## config.mk

```make
export PLATFORM = sky130hd
export DESIGN_NAME = uart_char_source
export DESIGN_NICKNAME = d
export VERILOG_FILES = /design/src/rtl/uart_char_source_pkg.sv /design/src/rtl/uart_char_source_fifo.sv /design/src/rtl/uart_char_source.sv
export SDC_FILE = /design/constraint.sdc
export NUM_CORES = 1
export LEC_CHECK = 0
export BUFFER_PORTS_ARGS = -buffer_cell sky130_fd_sc_hd__buf_2
export CAP_MARGIN = 30
export CELL_PAD_IN_SITES_DETAIL_PLACEMENT = 0
export CELL_PAD_IN_SITES_GLOBAL_PLACEMENT = 1
export CORE_MARGIN = 1
export CORE_UTILIZATION = 50
export CTS_CLUSTER_SIZE = 20
export DETAILED_ROUTE_END_ITERATION = 16
export PLACE_DENSITY = 0.88
export SLEW_MARGIN = 20
export SYNTH_ARGS = -nofsm -noshare
export SYNTH_HDL_FRONTEND = slang
export SYNTH_SLANG_ARGS = --single-unit
```

## constraint.sdc

```tcl
create_clock -name clk -period 2.1 [get_ports clk]
set_input_delay 0.315 -clock clk [delete_from_list [all_inputs] [get_ports clk]]
set_output_delay 0.315 -clock clk [all_outputs]
set_load 0.02 [all_outputs]
```

## src/rtl/uart_char_source_pkg.sv

```systemverilog
`default_nettype none
// ============================================================================
// Module      : uart_char_source_pkg
// Description : Shared definitions for the UART character source: character
//               width common with the text output controller, receiver FSM
//               state encodings and the default system clock frequency.
// Revision    : 1.0 - initial release
// ============================================================================
package uart_char_source_pkg;

    // Character code width shared with the text output controller.
    localparam int CHAR_ID_LENGTH = 8;

    // Default system clock frequency in Hz.
    localparam int DEFAULT_CLK_FREQ = 100_000_000;

    // Receiver FSM state encodings.
    typedef enum logic [2:0] {
        ST_IDLE      = 3'd0,
        ST_START     = 3'd1,
        ST_DATA      = 3'd2,
        ST_STOP      = 3'd3,
        ST_WAIT_HIGH = 3'd4
    } rx_state_t;

endpackage : uart_char_source_pkg
`default_nettype wire

```

## src/rtl/uart_char_source_fifo.sv

```systemverilog
`default_nettype none
// ============================================================================
// Module      : char_fifo
// Description : Synchronous FIFO for received characters. Pointers carry one
//               extra bit so full and empty can be told apart. A push to a
//               full FIFO is accepted only if a pop happens in the same cycle;
//               otherwise it is ignored.
// Ports       : clk   - clock (rising edge)
//               reset - synchronous active-high reset (empties the FIFO)
//               push  - write din this cycle
//               din   - write data
//               pop   - read-advance this cycle (ignored when empty)
//               dout  - head entry (valid while empty=0)
//               full  - no free entries
//               empty - no stored entries
// Revision    : 1.0 - initial release
// ============================================================================
module char_fifo #(
    parameter int WIDTH = 8,
    parameter int DEPTH = 4     // power of 2, at least 2
) (
    input  logic             clk,
    input  logic             reset,
    input  logic             push,
    input  logic [WIDTH-1:0] din,
    input  logic             pop,
    output logic [WIDTH-1:0] dout,
    output logic             full,
    output logic             empty
);

    localparam int c_AW = $clog2(DEPTH);

    logic [WIDTH-1:0] r_mem [DEPTH];
    logic [c_AW:0]    r_wr_ptr;
    logic [c_AW:0]    r_rd_ptr;
    logic             w_do_pop;
    logic             w_do_push;

    assign empty = (r_wr_ptr == r_rd_ptr);
    assign full  = (r_wr_ptr[c_AW] != r_rd_ptr[c_AW]) &&
                   (r_wr_ptr[c_AW-1:0] == r_rd_ptr[c_AW-1:0]);

    // The pop frees the head slot first, so a simultaneous push into a full
    // FIFO lands in the slot being vacated.
    assign w_do_pop  = pop && !empty;
    assign w_do_push = push && (!full || w_do_pop);

    assign dout = r_mem[r_rd_ptr[c_AW-1:0]];

    always_ff @(posedge clk) begin
        if (reset) begin
            r_wr_ptr <= '0;
            r_rd_ptr <= '0;
        end else begin
            if (w_do_push) begin
                r_wr_ptr <= r_wr_ptr + 1'b1;
            end
            if (w_do_pop) begin
                r_rd_ptr <= r_rd_ptr + 1'b1;
            end
        end
    end

    // Storage needs no reset: the pointers define which entries are valid.
    always_ff @(posedge clk) begin
        if (w_do_push) begin
            r_mem[r_wr_ptr[c_AW-1:0]] <= din;
        end
    end

endmodule : char_fifo
`default_nettype wire

```

## src/rtl/uart_char_source.sv

```systemverilog
`default_nettype none
// ============================================================================
// Module      : uart_char_source
// Description : 8N1 UART receiver producing a character stream for the text
//               output controller. Validated bytes are buffered in a small
//               FIFO and released as single-cycle write strobes separated by
//               at least WE_GAP clock cycles.
// Ports       : clk       - system clock (rising edge)
//               reset     - synchronous active-high reset
//               rx        - asynchronous UART line, idles high
//               cout      - character code, valid with we, held afterwards
//               we        - one-cycle write strobe
//               frame_err - one-cycle pulse on a low stop bit
//               overflow  - sticky flag: a byte was dropped on a full FIFO
// Revision    : 1.0 - initial release
// ============================================================================
module uart_char_source
    import uart_char_source_pkg::*;
#(
    parameter int CLK_FREQ   = DEFAULT_CLK_FREQ,
    parameter int BAUD       = 9600,
    parameter int OVERSAMPLE = 16,
    parameter int FIFO_DEPTH = 4,
    parameter int WE_GAP     = 4
) (
    input  logic                      clk,
    input  logic                      reset,
    input  logic                      rx,
    output logic [CHAR_ID_LENGTH-1:0] cout,
    output logic                      we,
    output logic                      frame_err,
    output logic                      overflow
);

    localparam int c_DIV     = CLK_FREQ / (BAUD * OVERSAMPLE);
    localparam int c_TW      = (c_DIV > 1) ? $clog2(c_DIV) : 1;
    localparam int c_SW      = (OVERSAMPLE > 1) ? $clog2(OVERSAMPLE) : 1;
    localparam int c_BW      = $clog2(CHAR_ID_LENGTH);
    localparam int c_GW      = (WE_GAP > 1) ? $clog2(WE_GAP + 1) : 1;

    localparam logic [c_TW-1:0] c_TICK_LAST = c_TW'(c_DIV - 1);
    localparam logic [c_SW-1:0] c_SC_MID    = c_SW'(OVERSAMPLE / 2 - 1);
    localparam logic [c_SW-1:0] c_SC_LAST   = c_SW'(OVERSAMPLE - 1);
    localparam logic [c_BW-1:0] c_BIT_LAST  = c_BW'(CHAR_ID_LENGTH - 1);
    localparam logic [c_GW-1:0] c_GAP_LOAD  = c_GW'(WE_GAP - 1);

    // ------------------------------------------------------------------
    // Input synchronizer (resets to the idle-high line level)
    // ------------------------------------------------------------------
    logic r_rx_meta;
    logic r_rxs;

    always_ff @(posedge clk) begin
        if (reset) begin
            r_rx_meta <= 1'b1;
            r_rxs     <= 1'b1;
        end else begin
            r_rx_meta <= rx;
            r_rxs     <= r_rx_meta;
        end
    end

    // ------------------------------------------------------------------
    // Free-running oversample tick; never realigned to a frame, so the
    // start-edge detection uncertainty is one tick period.
    // ------------------------------------------------------------------
    logic [c_TW-1:0] r_tick_cnt;
    logic            w_tick;

    assign w_tick = (r_tick_cnt == c_TICK_LAST);

    always_ff @(posedge clk) begin
        if (reset) begin
            r_tick_cnt <= '0;
        end else if (w_tick) begin
            r_tick_cnt <= '0;
        end else begin
            r_tick_cnt <= r_tick_cnt + 1'b1;
        end
    end

    // ------------------------------------------------------------------
    // Receiver FSM
    // ------------------------------------------------------------------
    rx_state_t                 r_state,  w_state_nxt;
    logic [c_SW-1:0]           r_sc,     w_sc_nxt;
    logic [c_BW-1:0]           r_bit,    w_bit_nxt;
    logic [CHAR_ID_LENGTH-1:0] r_shreg,  w_shreg_nxt;
    logic                      w_push_nxt;
    logic                      w_ferr_nxt;

    // Registered push: the FIFO write happens on the edge after the stop
    // bit is sampled.
    logic                      r_push;
    logic [CHAR_ID_LENGTH-1:0] r_push_data;
    logic                      r_frame_err;

    always_ff @(posedge clk) begin
        if (reset) begin
            r_state     <= ST_IDLE;
            r_sc        <= '0;
            r_bit       <= '0;
            r_shreg     <= '0;
            r_push      <= 1'b0;
            r_push_data <= '0;
            r_frame_err <= 1'b0;
        end else begin
            r_state     <= w_state_nxt;
            r_sc        <= w_sc_nxt;
            r_bit       <= w_bit_nxt;
            r_shreg     <= w_shreg_nxt;
            r_push      <= w_push_nxt;
            r_push_data <= r_shreg;
            r_frame_err <= w_ferr_nxt;
        end
    end

    always_comb begin
        w_state_nxt = r_state;
        w_sc_nxt    = r_sc;
        w_bit_nxt   = r_bit;
        w_shreg_nxt = r_shreg;
        w_push_nxt  = 1'b0;
        w_ferr_nxt  = 1'b0;

        if (w_tick) begin
            case (r_state)
                ST_IDLE: begin
                    if (!r_rxs) begin
                        w_state_nxt = ST_START;
                        w_sc_nxt    = '0;
                    end
                end

                ST_START: begin
                    if (r_sc == c_SC_MID) begin
                        if (!r_rxs) begin
                            w_state_nxt = ST_DATA;
                            w_sc_nxt    = '0;
                            w_bit_nxt   = '0;
                        end else begin
                            // Start bit did not survive to mid-bit: glitch.
                            w_state_nxt = ST_IDLE;
                        end
                    end else begin
                        w_sc_nxt = r_sc + 1'b1;
                    end
                end

                ST_DATA: begin
                    if (r_sc == c_SC_LAST) begin
                        w_sc_nxt    = '0;
                        w_shreg_nxt = {r_rxs, r_shreg[CHAR_ID_LENGTH-1:1]};
                        if (r_bit == c_BIT_LAST) begin
                            w_state_nxt = ST_STOP;
                        end else begin
                            w_bit_nxt = r_bit + 1'b1;
                        end
                    end else begin
                        w_sc_nxt = r_sc + 1'b1;
                    end
                end

                ST_STOP: begin
                    if (r_sc == c_SC_LAST) begin
                        w_sc_nxt = '0;
                        if (r_rxs) begin
                            w_push_nxt  = 1'b1;
                            w_state_nxt = ST_IDLE;
                        end else begin
                            w_ferr_nxt  = 1'b1;
                            w_state_nxt = ST_WAIT_HIGH;
                        end
                    end else begin
                        w_sc_nxt = r_sc + 1'b1;
                    end
                end

                ST_WAIT_HIGH: begin
                    // A held-low (break) line must not retrigger frames.
                    if (r_rxs) begin
                        w_state_nxt = ST_IDLE;
                    end
                end

                default: begin
                    w_state_nxt = ST_IDLE;
                end
            endcase
        end
    end

    // ------------------------------------------------------------------
    // Character buffer
    // ------------------------------------------------------------------
    logic [CHAR_ID_LENGTH-1:0] w_fifo_dout;
    logic                      w_fifo_full;
    logic                      w_fifo_empty;
    logic                      w_pop;
    logic [c_GW-1:0]           r_gap;

    assign w_pop = !w_fifo_empty && (r_gap == '0);

    char_fifo #(
        .WIDTH (CHAR_ID_LENGTH),
        .DEPTH (FIFO_DEPTH)
    ) u_fifo (
        .clk   (clk),
        .reset (reset),
        .push  (r_push),
        .din   (r_push_data),
        .pop   (w_pop),
        .dout  (w_fifo_dout),
        .full  (w_fifo_full),
        .empty (w_fifo_empty)
    );

    // ------------------------------------------------------------------
    // Strobe generation with a minimum gap between write strobes
    // ------------------------------------------------------------------
    logic [CHAR_ID_LENGTH-1:0] r_cout;
    logic                      r_we;
    logic                      r_overflow;

    always_ff @(posedge clk) begin
        if (reset) begin
            r_cout     <= '0;
            r_we       <= 1'b0;
            r_gap      <= '0;
            r_overflow <= 1'b0;
        end else begin
            r_we <= w_pop;
            if (w_pop) begin
                r_cout <= w_fifo_dout;
                r_gap  <= c_GAP_LOAD;
            end else if (r_gap != '0) begin
                r_gap <= r_gap - 1'b1;
            end
            // A simultaneous pop makes room, so only an unaided full push drops.
            if (r_push && w_fifo_full && !w_pop) begin
                r_overflow <= 1'b1;
            end
        end
    end

    assign cout      = r_cout;
    assign we        = r_we;
    assign frame_err = r_frame_err;
    assign overflow  = r_overflow;

endmodule : uart_char_source
`default_nettype wire
```

**Word level (Yosys, flattened, before mapping)**

Memory sizes are Yosys's and may differ from the RTL's. A register that Yosys moved wholly into a read port is not among the register bits.
Index checks and enable logic that the tools add are counted.

- $add $sub $neg: 6
- $mul: 0
- Divide/modulo/power cells: 0
- $lt $le $gt $ge: 0
- Equality and inequality tests: 19
- Shift-type cells: 0
- Multiplexer cells: 24
- Bitwise logic cells: 3
- Reduce and logical (&&, ||, !) cells: 24

Operator list:

| cell | count |
|---|---|
| $mux 3 | 11 |
| $ne 2x2->1 const B | 8 |
| $pmux 3 s5 | 1 |
| $mux 4 | 3 |
| $pmux 4 s3 | 1 |
| $add 10x1->10 const B | 1 |
| $eq 10x10->1 const B | 1 |
| $add 3x1->3 const B | 3 |
| $reduce_and 7->1 | 1 |
| $eq 3x2->1 const B | 2 |
| $eq 3x3->1 const B | 2 |
| $logic_and 1x1->1 | 6 |
| $logic_not 3->1 | 2 |
| $mux 2 | 3 |
| $pmux 3 s2 | 1 |
| $reduce_and 6->1 | 1 |
| $reduce_bool 3->1 | 2 |
| $reduce_or 2->1 | 3 |
| $add 4x1->4 const B | 1 |
| $eq 4x3->1 const B | 1 |
| $eq 4x4->1 const B | 1 |
| $mux 1 | 4 |
| $reduce_bool 2->1 | 2 |
| $reduce_or 4->1 | 1 |
| other kinds (10) | 14 |

- Flip-flop bits (word level): 51
- Bits in latches: 0
- RAM bits: 32
- Memory bits (read-only): 0
- Bits of input ports: 3
- Output and inout port bits: 11
- Logic and storage cells: 93
- Memories kept: 1

Memory list:

| name | depth | bits a word | rd ports | clocked after Yosys merged registers in | wr ports | line | text |
|---|---|---|---|---|---|---|---|
| u_fifo.r_mem | 4 | 8 | 1 | 1 | 1 | uart_char_source_fifo.sv:34 | `logic [WIDTH-1:0] r_mem [DEPTH];` |

**Depth between registers and ports, before layout**

Gate-level depths: netlist of run 1.

- Depth in word-level cells: 8
- Gate-level depth with buffers: 8
- Mapped depth without buffers: 6

**Cells and area by module**

From an unflattened synthesis of run 1, not the netlist that was laid out.

- Cell total of the unflattened synthesis: 339
- Area total of the unflattened synthesis: 3856.2 µm²

Modules (own cells, without submodules):

| module | instances | cells an instance | area each (µm²) | sequential area each (µm²) |
|---|---|---|---|---|
| uart_char_source | 1 | 242 | 2157.1 | 1061.0 |
| char_fifo | 1 | 97 | 1699.1 | 1121.1 |

**Worst setup path after synthesis of run 1**

OpenSTA, ideal clock, no wires.

- Path kind: register to register
- Start: register r_gap[0]
- End: memory u_fifo.r_mem[3][0], enable pin
- Setup time: 0.336 ns
- Arrival time: 1.291 ns
- Required time: 1.764 ns
- Setup slack: 0.473 ns
- Stages on the path, launching flop included: 6
- Buffers on the path: 0
- Clock period less this slack: 1.627 ns
- Cells stage by stage: dfxtp_1 > inv_1 > ha_1 > nand2b_1 > a41oi_2 > and2_1

- Word-level cells in the longest chain between the ends: 7

Ends and longest elaborated chain:

| element | line | text |
|---|---|---|
| start: declaration | uart_char_source.sv:200 | `logic [c_GW-1:0] r_gap;` |
| start signal: assignment | uart_char_source.sv:235 | `r_gap <= c_GAP_LOAD;` |
| start signal: assignment | uart_char_source.sv:237 | `r_gap <= r_gap - 1'b1;` |
| $logic_not 3->1 | uart_char_source.sv:202 | `assign w_pop = !w_fifo_empty && (r_gap == '0);` |
| $logic_and 1x1->1 | uart_char_source.sv:202 |  |
| $logic_and 1x1->1 | uart_char_source_fifo.sv:46 | `assign w_do_pop = pop && !empty;` |
| $logic_or 1x1->1 | uart_char_source_fifo.sv:47 | `assign w_do_push = push && (!full \|\| w_do_pop);` |
| $logic_and 1x1->1 | uart_char_source_fifo.sv:47 |  |
| $mux 1 | uart_char_source_fifo.sv:67 | `if (w_do_push) begin` |
| $mux 1 (not written as such) | uart_char_source_fifo.sv:68 | `r_mem[r_wr_ptr[c_AW-1:0]] <= din;` |
| end: declaration | uart_char_source_fifo.sv:34 |  |

No other way between the ends.

**Worst setup path after layout of run 1**

- Start: register r_tick_cnt[1]
- End: register r_sc[2]

- Word-level cells in the longest chain between the ends: 2

Ends and longest elaborated chain:

| element | line | text |
|---|---|---|
| start: declaration | uart_char_source.sv:67 | `logic [c_TW-1:0] r_tick_cnt;` |
| start signal: assignment | uart_char_source.sv:78 | `r_tick_cnt <= r_tick_cnt + 1'b1;` |
| $eq 10x10->1 | uart_char_source.sv:70 | `assign w_tick = (r_tick_cnt == c_TICK_LAST);` |
| $reduce_and 2->1 (no source line) | - |  |
| end signal: assignment | uart_char_source.sv:109 | `r_sc <= w_sc_nxt;` |
| end: declaration | uart_char_source.sv:86 | `logic [c_SW-1:0] r_sc, w_sc_nxt;` |

No other way between the ends.
A chain may end at the register's enable or synchronous reset.

==> results of run 1 <==
[layout by cell type (no fill, tap or decap), types with 4 or more instances in the layout]
cell | synthesis | layout
a21oi_1 | 17 | 17
a22o_1 | 9 | 9
and2_1 | 5 | 5
buf_2 | 3 | 13
buf_4 | 1 | 8
clkbuf_8 | 0 | 9
dfxtp_1 | 59 | 59
edfxtp_1 | 32 | 32
ha_1 | 12 | 12
inv_1 | 8 | 8
mux2i_1 | 4 | 4
mux4_2 | 8 | 8
nand2_1 | 10 | 10
nand2b_1 | 4 | 4
nand3_1 | 18 | 18
nand4_1 | 6 | 6
nor2_1 | 25 | 25
nor2b_1 | 11 | 11
nor4_1 | 4 | 4
o21ai_0 | 9 | 9
or2_2 | 6 | 6
xnor2_1 | 6 | 6
xor2_1 | 8 | 8
[power by group through the flow]
| stage | clock, uW | combinational, uW | sequential (uW) |
|---|---|---|---|
| final | 1110 | 196 | 1870 |
| after global routing | 1240 | 231 | 1870 |
| after global placement | 0 | 194 | 1910 |
| after CTS | 1160 | 199 | 1870 |
| after floorplan | 0 | 163 | 1900 |
| after detailed placement | 0 | 197 | 1910 |
[repair_timing]
action / in CTS / in global routing
gates resized for setup: 0 / 1
hold endpoints to repair: 0 / 0
endpoints found under the setup margin: 0 / 1
buffers inserted: 0 / 0
[per-stage QoR]
| step | util, % | total power (uW) | std cells | worst slack [ps] | cell area, sq um |
|---|---|---|---|---|---|
| 6_report | 56.6 | 3180 | 437 | 105 | 4130 |
| 5_1_grt | 56.6 | 3340 | 437 | 16.4 | 4130 |
| 4_1_cts | 56.5 | 3220 | 437 | 151 | 4120 |
| 3_5_place_dp | 53.8 | 2110 | 421 | 165 | 3920 |
| 3_3_place_gp | 53.8 | 2100 | 421 | 240 | 3920 |
| 2_1_floorplan | - | 2070 | 317 | 473 | 3780 |
[worst paths after layout]
path / from / end / slack (ps) / cells past startpoint
setup / recovery: r_tick_cnt[1] / r_sc[2] / 100 / 5
hold / removal: rx / r_rx_meta / 160 / 2
setup reg to reg: r_tick_cnt[1] / r_sc[2] / 100 / 5
hold reg to reg: r_rx_meta / r_rxs / 410 / 1
[layer usage]
metal	vias up	global-route usage, %	part of all wire, %
li1	1197	-	-
met1	1136	20.3	46
met2	42	31.0	50
met3	6	5.91	3.5
met4	0	6.01	1.1
met5	-	0	0
[critical path, cell delays in order (launching register included)]
cell and delay [ps]:
dfxtp_1 430, ha_1 190, nand3b_1 120, or3_1 580, o311ai_0 480, nand2_1 90
[sequential cells by signal (all words and copies together) (netlist names)]
name and count:
u_fifo.r_mem 32, r_tick_cnt 10, cout 8, r_push_data 8, r_shreg 8, r_sc 4
r_bit 3, r_gap 3, r_state 3, u_fifo.r_rd_ptr 3, u_fifo.r_wr_ptr 3, frame_err 1
overflow 1, r_push 1, r_rx_meta 1, r_rxs 1, we 1
[layout make-up]
cell class              count  area [sq um]
fillers                   653          3170
flip-flops and latches     91          2140
multi-input cells         202          1510
repair buffers             21           125
clock buffers               9           124
well taps                  99           124
clock inverters             7          70.1
inverters                   8          30.0
[cell families after synthesis]
kind of cell	Yosys count	synth area share, %
AO/OA/AOI/OAI	57	10.9
XOR/XNOR	15	3.68
adder cells (fa/ha/maj)	12	3.98
buffers and inverters	24	3.48
flip-flops	91	56.7
multiplexers	13	6.13
AND/OR/NAND/NOR	105	15.1
==> flow_summary.yaml, run 1 <==
status:
  outcome: "finished clean"
global_route:
  antenna_found_initial: 0
  grt_pass1_vias: 2321
  grt_usage_pct: 17.7
  grt_max_degree: 24
  gr-total-overflow: 0
  grt_pass1_wl_um: 10500
logic_synthesis:
  syn_nets: 332
  synth_cell_type_count: 57
  synthArstFlopShare_pct: 0
  synth_top_flop_cell: "dfxtp_1"
  syn-cell-area_sq_um: 3780
  yosysMostFrequentCell: "dfxtp_1"
  yosysTopAreaCellShare_pct: 31.3
  synth_area_leader_cell: "dfxtp_1"
  syn_inst: 317
  avgSynthCellArea_sq_um: 11.9
  ys_warn_count: 0
  yosys-top-cells-count: "59 x dfxtp_1, 32 x edfxtp_1, 25 x nor2_1"
  synth_area_leaders: "dfxtp_1 31%, edfxtp_1 25%, mux4_2 4.8%"
  synth_edf_count: 32
  synth-seq-cells: 91
  ys_seq_area_share_pct: 56.7
pwr:
  cellLeakagePower_uw: 0.00146
  switching_power_uw: 794
  seq_power_share_pct: 58.8
  p_comb_share_pct: 6.2
  clkPwrFrac_pct: 35.0
  swShare_pct: 25.0
  max-vdd-ir-drop_uv: 389
  internal_power_uw: 2380
  power_density_nw_per_um2: 770
cells_and_area:
  n_antenna_cell: 0
  drive_gt1_share_pct: 18.6
  final_nets: 348
  areaGrowthSynthToFinish_pct: 9.24
drt:
  dr.pass1.iters: 4
  drcViolationCount: 0
  via_count: 2381
  route.detailed.wl_per_inst_um: 14.0
  drt_iter0_markers: 94
  vias_per_cell: 5.45
  drt-total-wl_um: 6140
  postRouteAntennaNets: 0
floorplan:
  rows: 31
  fp.coreArea_sq_um: 7290
  die_h_um: 88.9
  die_area_sq_um: 7900
  start_util_pct: 51.8
  die-width_um: 88.9
  ios: 14
timing:
  max_slew.worst_pin.slew_ps: 538
  max_slew_margin_pct: 64.2
  drv_slew: 0
  setup_tns_ps: 0
  finClkSkew_ps: 10.6
  setup_viol: 0
  fin_worst_hold_slack_ps: 160
  fin_crit_sh_pct: 95.0
  clock.fmax_mhz: 501
  hold_violations: 0
  rsz0062_at_grt: "no"
  min_period_ps: 2000
worst_setup_path:
  cp_data_required_time_ps: 2330
  crit_path_end_kind: "flop"
  worst-path-max-fanout: 16
  crit_path_start_kind: "flop"
  cp.arrival_ps: 2220
  worstSetupPathType: "reg2reg"
clock_network:
  clock_path_buffers: 2
  clk_pin_slew_worst_paths_ps: 90
  cts_buffers: 9
  hold_buffers: 0
  cts_htree_levels: 3
  insertion_delay_ps: 360
  cts.sinks: 91
  tritoncts: "built"
  cts_root_buf: "clkbuf_8"
worst_hold_path:
  hold_class: "in2reg"
placement:
  dp_hpwl_um: 4340
  numPortBuffers: 13
  gp_congestion: 0.803
run:
  drv_cap: 0
Note: power is estimated with default switching activity, not from simulation.
==> run 2, diff against run 1 <==
--- a/config.mk
+++ b/config.mk
@@ -11,9 +11,9 @@
 export CELL_PAD_IN_SITES_GLOBAL_PLACEMENT = 1
 export CORE_MARGIN = 1
 export CORE_UTILIZATION = 50
-export CTS_CLUSTER_SIZE = 20
+export CTS_CLUSTER_SIZE = 25
 export DETAILED_ROUTE_END_ITERATION = 16
-export PLACE_DENSITY = 0.88
+export PLACE_DENSITY_LB_ADDON = 0.1
 export SLEW_MARGIN = 20
 export SYNTH_ARGS = -nofsm -noshare
 export SYNTH_HDL_FRONTEND = slang
==> run 2 against run 1 <==
Against the previous run:
- design area increased by 0.58%
- combinational power hardly changed
- utilization is 0.33 points higher
- clock-buffer cell count did not move
- register-to-register slack improved by 90 ps
- sequential share of layout area down 0.30 points
- largest cell class unchanged
- largest power group unchanged
- clock skew up 3.0 ps
- clock power increased by 14%
==> flow_summary.yaml, run 2 (synthesis gave the netlist of run 1 again) <==
cells_and_area:
  multi_input_area_sq_um: 1510
  n_antenna_cell: 0
  final_cell_mix: "59 x dfxtp_1, 32 x edfxtp_1, 25 x nor2_1, 18 x nand3_1, 17 x a21oi_1"
  largest_reg_flops: 32
  areaGrowthSynthToFinish_pct: 9.87
  layout_commonest_cell: "dfxtp_1"
  final_util_pct: 56.9
  final_nets: 348
  drive_gt1_share_pct: 18.6
  regArea_sq_um: 2140
  nFillCells: 648
timing:
  max_slew_margin_pct: 63.0
  max_slew.worst_pin.slew_ps: 555
  setup_tns_ps: 0
  min_period_ps: 1910
  rsz0062_at_grt: "no"
  drv_slew: 0
  hold_violations: 0
  fin_worst_hold_slack_ps: 133
  fin_crit_sh_pct: 90.8
  setup_viol: 0
  clock.fmax_mhz: 525
  finClkSkew_ps: 13.6
floorplan:
  start_util_pct: 51.8
  ios: 14
  die_h_um: 88.9
  die_area_sq_um: 7900
  die-width_um: 88.9
  rows: 31
  fp.coreArea_sq_um: 7290
worst_setup_path:
  regToRegSetupSlack_ps: 190
  worst-path-max-fanout: 16
  cp_data_required_time_ps: 2350
  crit_path_end_kind: "flop"
  cp.arrival_ps: 2150
  crit_path_start_kind: "flop"
  worstSetupPathType: "reg2reg"
drt:
  dr.pass1.iters: 4
  via_count: 2368
  drt_iter0_markers: 102
  vias_per_cell: 5.42
  drt-total-wl_um: 6230
  route.detailed.wl_per_inst_um: 14.2
  postRouteAntennaNets: 0
  drcViolationCount: 0
placement:
  numPortBuffers: 13
  dp_hpwl_um: 4250
  gp_congestion: 0.781
pwr:
  power_density_nw_per_um2: 803
  max-vdd-ir-drop_uv: 434
  cellLeakagePower_uw: 0.00148
global_route:
  antenna_found_initial: 0
  grt_pass1_vias: 2248
  gr-total-overflow: 0
  grt_pass1_wl_um: 10400
  grt_usage_pct: 17.5
  grt_max_degree: 33
clock_network:
  cts_root_buf: "clkbuf_8"
  cts_buffers: 9
  clk_pin_slew_worst_paths_ps: 100
  cts.sinks: 91
  clock_path_buffers: 2
  insertion_delay_ps: 360
  tritoncts: "built"
  cts_htree_levels: 3
status:
  outcome: "finished clean"
run:
  drv_cap: 0
worst_hold_path:
  hold_class: "in2reg"
-- run 2: changes by cell type in the layout (fill, tap and decap cells not counted) --
cell        delta
clkinvlp_4     -2
bufinv_16      +1
inv_6          +1
-- run 2: power breakdown --
| group | switching (uW) | internal, uW | total (uW) |
|---|---|---|---|
| Combinational | 115 | 79.9 | 195 |
| Clock | 680 | 585 | 1260 |
| Sequential | 28.3 | 1840 | 1870 |
-- run 2: per-layer routing --
layer,GRT usage [%],up-vias,share of wire [%]
met1,22.3,1106,47
met3,5.26,8,4.4
met5,0,-,0
met4,6.60,0,0.95
li1,-,1200,-
met2,28.2,54,48
-- run 2: layout make-up --
type                       instances  area share, %
tap                               99           2.99
clock inverter                     7           2.26
sequential                        91           51.6
clock buffer                       9           2.99
inverter                           8          0.724
timing repair buffer              21           3.02
multi-input combinational        202           36.4
-- run 2: worst max-delay path, cell delays in order, from the launching register on --
cell and delay, ps:
dfxtp_1 420, ha_1 180, nand3b_1 110, or3_1 580, o41ai_2 410, o41ai_1 110
-- run 2: path summary, 6_finish.rpt --
kind,start,endpoint,cells after the start
max,r_tick_cnt[1],r_state[1],5
min,rx,r_rx_meta,2
max reg2reg,r_tick_cnt[1],r_state[1],5
min reg2reg,r_rx_meta,r_rxs,1
-- run 2: stage by stage --
step,setup WS [ps],std cells,cell area [sq um],total power (uW)
after floorplan,473,317,3780,2070
after global placement,208,421,3920,2110
after detailed placement,188,421,3920,2110
after CTS,166,437,4140,3380
after global routing,42.5,437,4150,3480
final,194,437,4150,3330
-- run 2: what timing repair did --
action                                  in CTS  in global routing
gates resized for setup                      0                  1
setup buffers                                0                  0
endpoints found under the setup margin       0                  2
hold buffers                                 0                  0
==> run 3, diff against run 2 <==
--- a/config.mk
+++ b/config.mk
@@ -13,6 +13,7 @@
 export CORE_UTILIZATION = 50
 export CTS_CLUSTER_SIZE = 25
 export DETAILED_ROUTE_END_ITERATION = 16
+export MAX_ROUTING_LAYER = met4
 export PLACE_DENSITY_LB_ADDON = 0.1
 export SLEW_MARGIN = 20
 export SYNTH_ARGS = -nofsm -noshare
==> run 3 against run 2 <==
Against the previous run:
- design area stayed put
- worst hold slack improved by 4.5 ps
- fmax rose by 0.35%
- largest power group unchanged
- highest routed layer unchanged
- critical path type unchanged
- die area unchanged
- sequential share of layout area stayed put
==> flow_summary.yaml, run 3 (synthesis gave the netlist of run 1 again) <==
global_route:
  antenna_found_initial: 0
  grt_usage_pct: 18.0
  gr-total-overflow: 0
  grt_pass1_wl_um: 10400
  grt_max_degree: 33
  grt_pass1_vias: 2250
pwr:
  cellLeakagePower_uw: 0.00148
  max-vdd-ir-drop_uv: 437
  switching_power_uw: 821
  power_density_nw_per_um2: 802
  seq_power_share_pct: 56.2
  swShare_pct: 24.7
  internal_power_uw: 2510
  p_comb_share_pct: 5.9
  clkPwrFrac_pct: 37.9
timing:
  max_slew_margin_pct: 64.3
  hold_violations: 0
  drv_slew: 0
  setup_tns_ps: 0
  max_slew.worst_pin.slew_ps: 535
  finClkSkew_ps: 11.9
  rsz0062_at_grt: "no"
  min_period_ps: 1900
  setup_viol: 0
  clock.fmax_mhz: 526
  fin_crit_sh_pct: 90.5
worst_setup_path:
  r2r-start: "r_gap[0]"
  cp_num_cells: 5
  path_buf_inv: 1
  worstSetupPathType: "reg2reg"
  r2r_end: "u_fifo.r_mem[0][4]"
  crit_path_end_kind: "flop"
  crit_path_max_incr_delay_ps: 450
  crit_path_end: "u_fifo.r_mem[0][4]"
  reg2regPathDepth: 5
  startpoint: "r_gap[0]"
  crit_slowest_cell: "and2_1"
  crit_path_start_kind: "flop"
  cp_top_family: "simple AND/OR/NAND/NOR gates"
  crit_chain: "inv_1 -> ha_1 -> nand2b_1 -> a41oi_2 -> and2_1"
  worst-path-max-fanout: 8
  regToRegSetupSlack_ps: 200
  cp_data_required_time_ps: 2110
  cp.arrival_ps: 1910
floorplan:
  die-width_um: 88.9
  ios: 14
  fp.coreArea_sq_um: 7290
  die_area_sq_um: 7900
  rows: 31
  start_util_pct: 51.8
  die_h_um: 88.9
drt:
  drt_iter0_markers: 97
  via_count: 2385
  drcViolationCount: 0
  route.detailed.wl_per_inst_um: 14.3
  dr.pass1.iters: 4
  postRouteAntennaNets: 0
  drt-total-wl_um: 6240
  vias_per_cell: 5.46
clock_network:
  hold_buffers: 0
  cts.sinks: 91
  clk_pin_slew_worst_paths_ps: 100
  cts_htree_levels: 3
  cts_buffers: 9
  clock_path_buffers: 2
  cts_root_buf: "clkbuf_8"
  insertion_delay_ps: 360
  post_cts_buffers: 0
  tritoncts: "built"
cells_and_area:
  final_nets: 348
  final_cell_mix: "59 x dfxtp_1, 32 x edfxtp_1, 25 x nor2_1, 18 x nand3_1, 17 x a21oi_1"
  drive_gt1_share_pct: 18.6
  layout_commonest_cell: "dfxtp_1"
  n_antenna_cell: 0
  areaGrowthSynthToFinish_pct: 9.87
  final_util_pct: 56.9
  largest_reg_flops: 32
placement:
  gp_congestion: 0.792
  numPortBuffers: 13
  dp_hpwl_um: 4250
run:
  drv_cap: 0
worst_hold_path:
  hold_class: "in2reg"
status:
  outcome: "finished clean"
## run 3: how the worst min path moves through the flow
stage                endpoint  startpoint  cells after the start
floorplan               r_rxs   r_rx_meta                      1
global route        r_rx_meta          rx                      2
global placement        r_rxs   r_rx_meta                      1
detailed placement      r_rxs   r_rx_meta                      1
CTS                 r_rx_meta          rx                      2
finish              r_rx_meta          rx                      2
## run 3: final cells by class
| cell class | count | area, sq um |
|---|---|---|
| Clock inverter | 7 | 93.8 |
| Timing Repair Buffer | 21 | 125 |
| Fill cell | 648 | 3140 |
| Inverter | 8 | 30.0 |
| Multi-Input combinational cell | 202 | 1510 |
| Sequential cell | 91 | 2140 |
| Clock buffer | 9 | 124 |
| Tap cell | 99 | 124 |
## run 3: stage by stage
stage	std cells	instance area, sq um	hold WS, ps	power [uW]	worst slack [ps]
final	437	4150	137	3330	200
after global routing	437	4150	117	3480	42.5
after CTS	437	4140	122	3380	166
after detailed placement	421	3920	399	2110	188
after global placement	421	3920	397	2110	208
after floorplan	317	3780	389	2070	473
## run 3: metal layers
layer  global-route usage (%)  wire length (um)  up-vias
met5                        -                 0        -
met4                     6.60                71        0
met3                     5.26               209       12
met2                     28.2              3010       48
met1                     22.3              2950     1126
li1                         -                 -     1199
## run 3: repair_timing
action | 4_1_cts | 5_1_grt
endpoints found under the hold margin | 0 | 0
setup endpoints to repair | 0 | 2
gates resized for setup | 0 | 1
## run 3: power groups by stage
stage | combinational [uW] | sequential (uW) | clock, uW
floorplan | 163 | 1900 | 0
global placement | 197 | 1910 | 0
detailed placement | 196 | 1910 | 0
CTS | 197 | 1870 | 1310
global route | 226 | 1880 | 1380
finish | 195 | 1870 | 1260
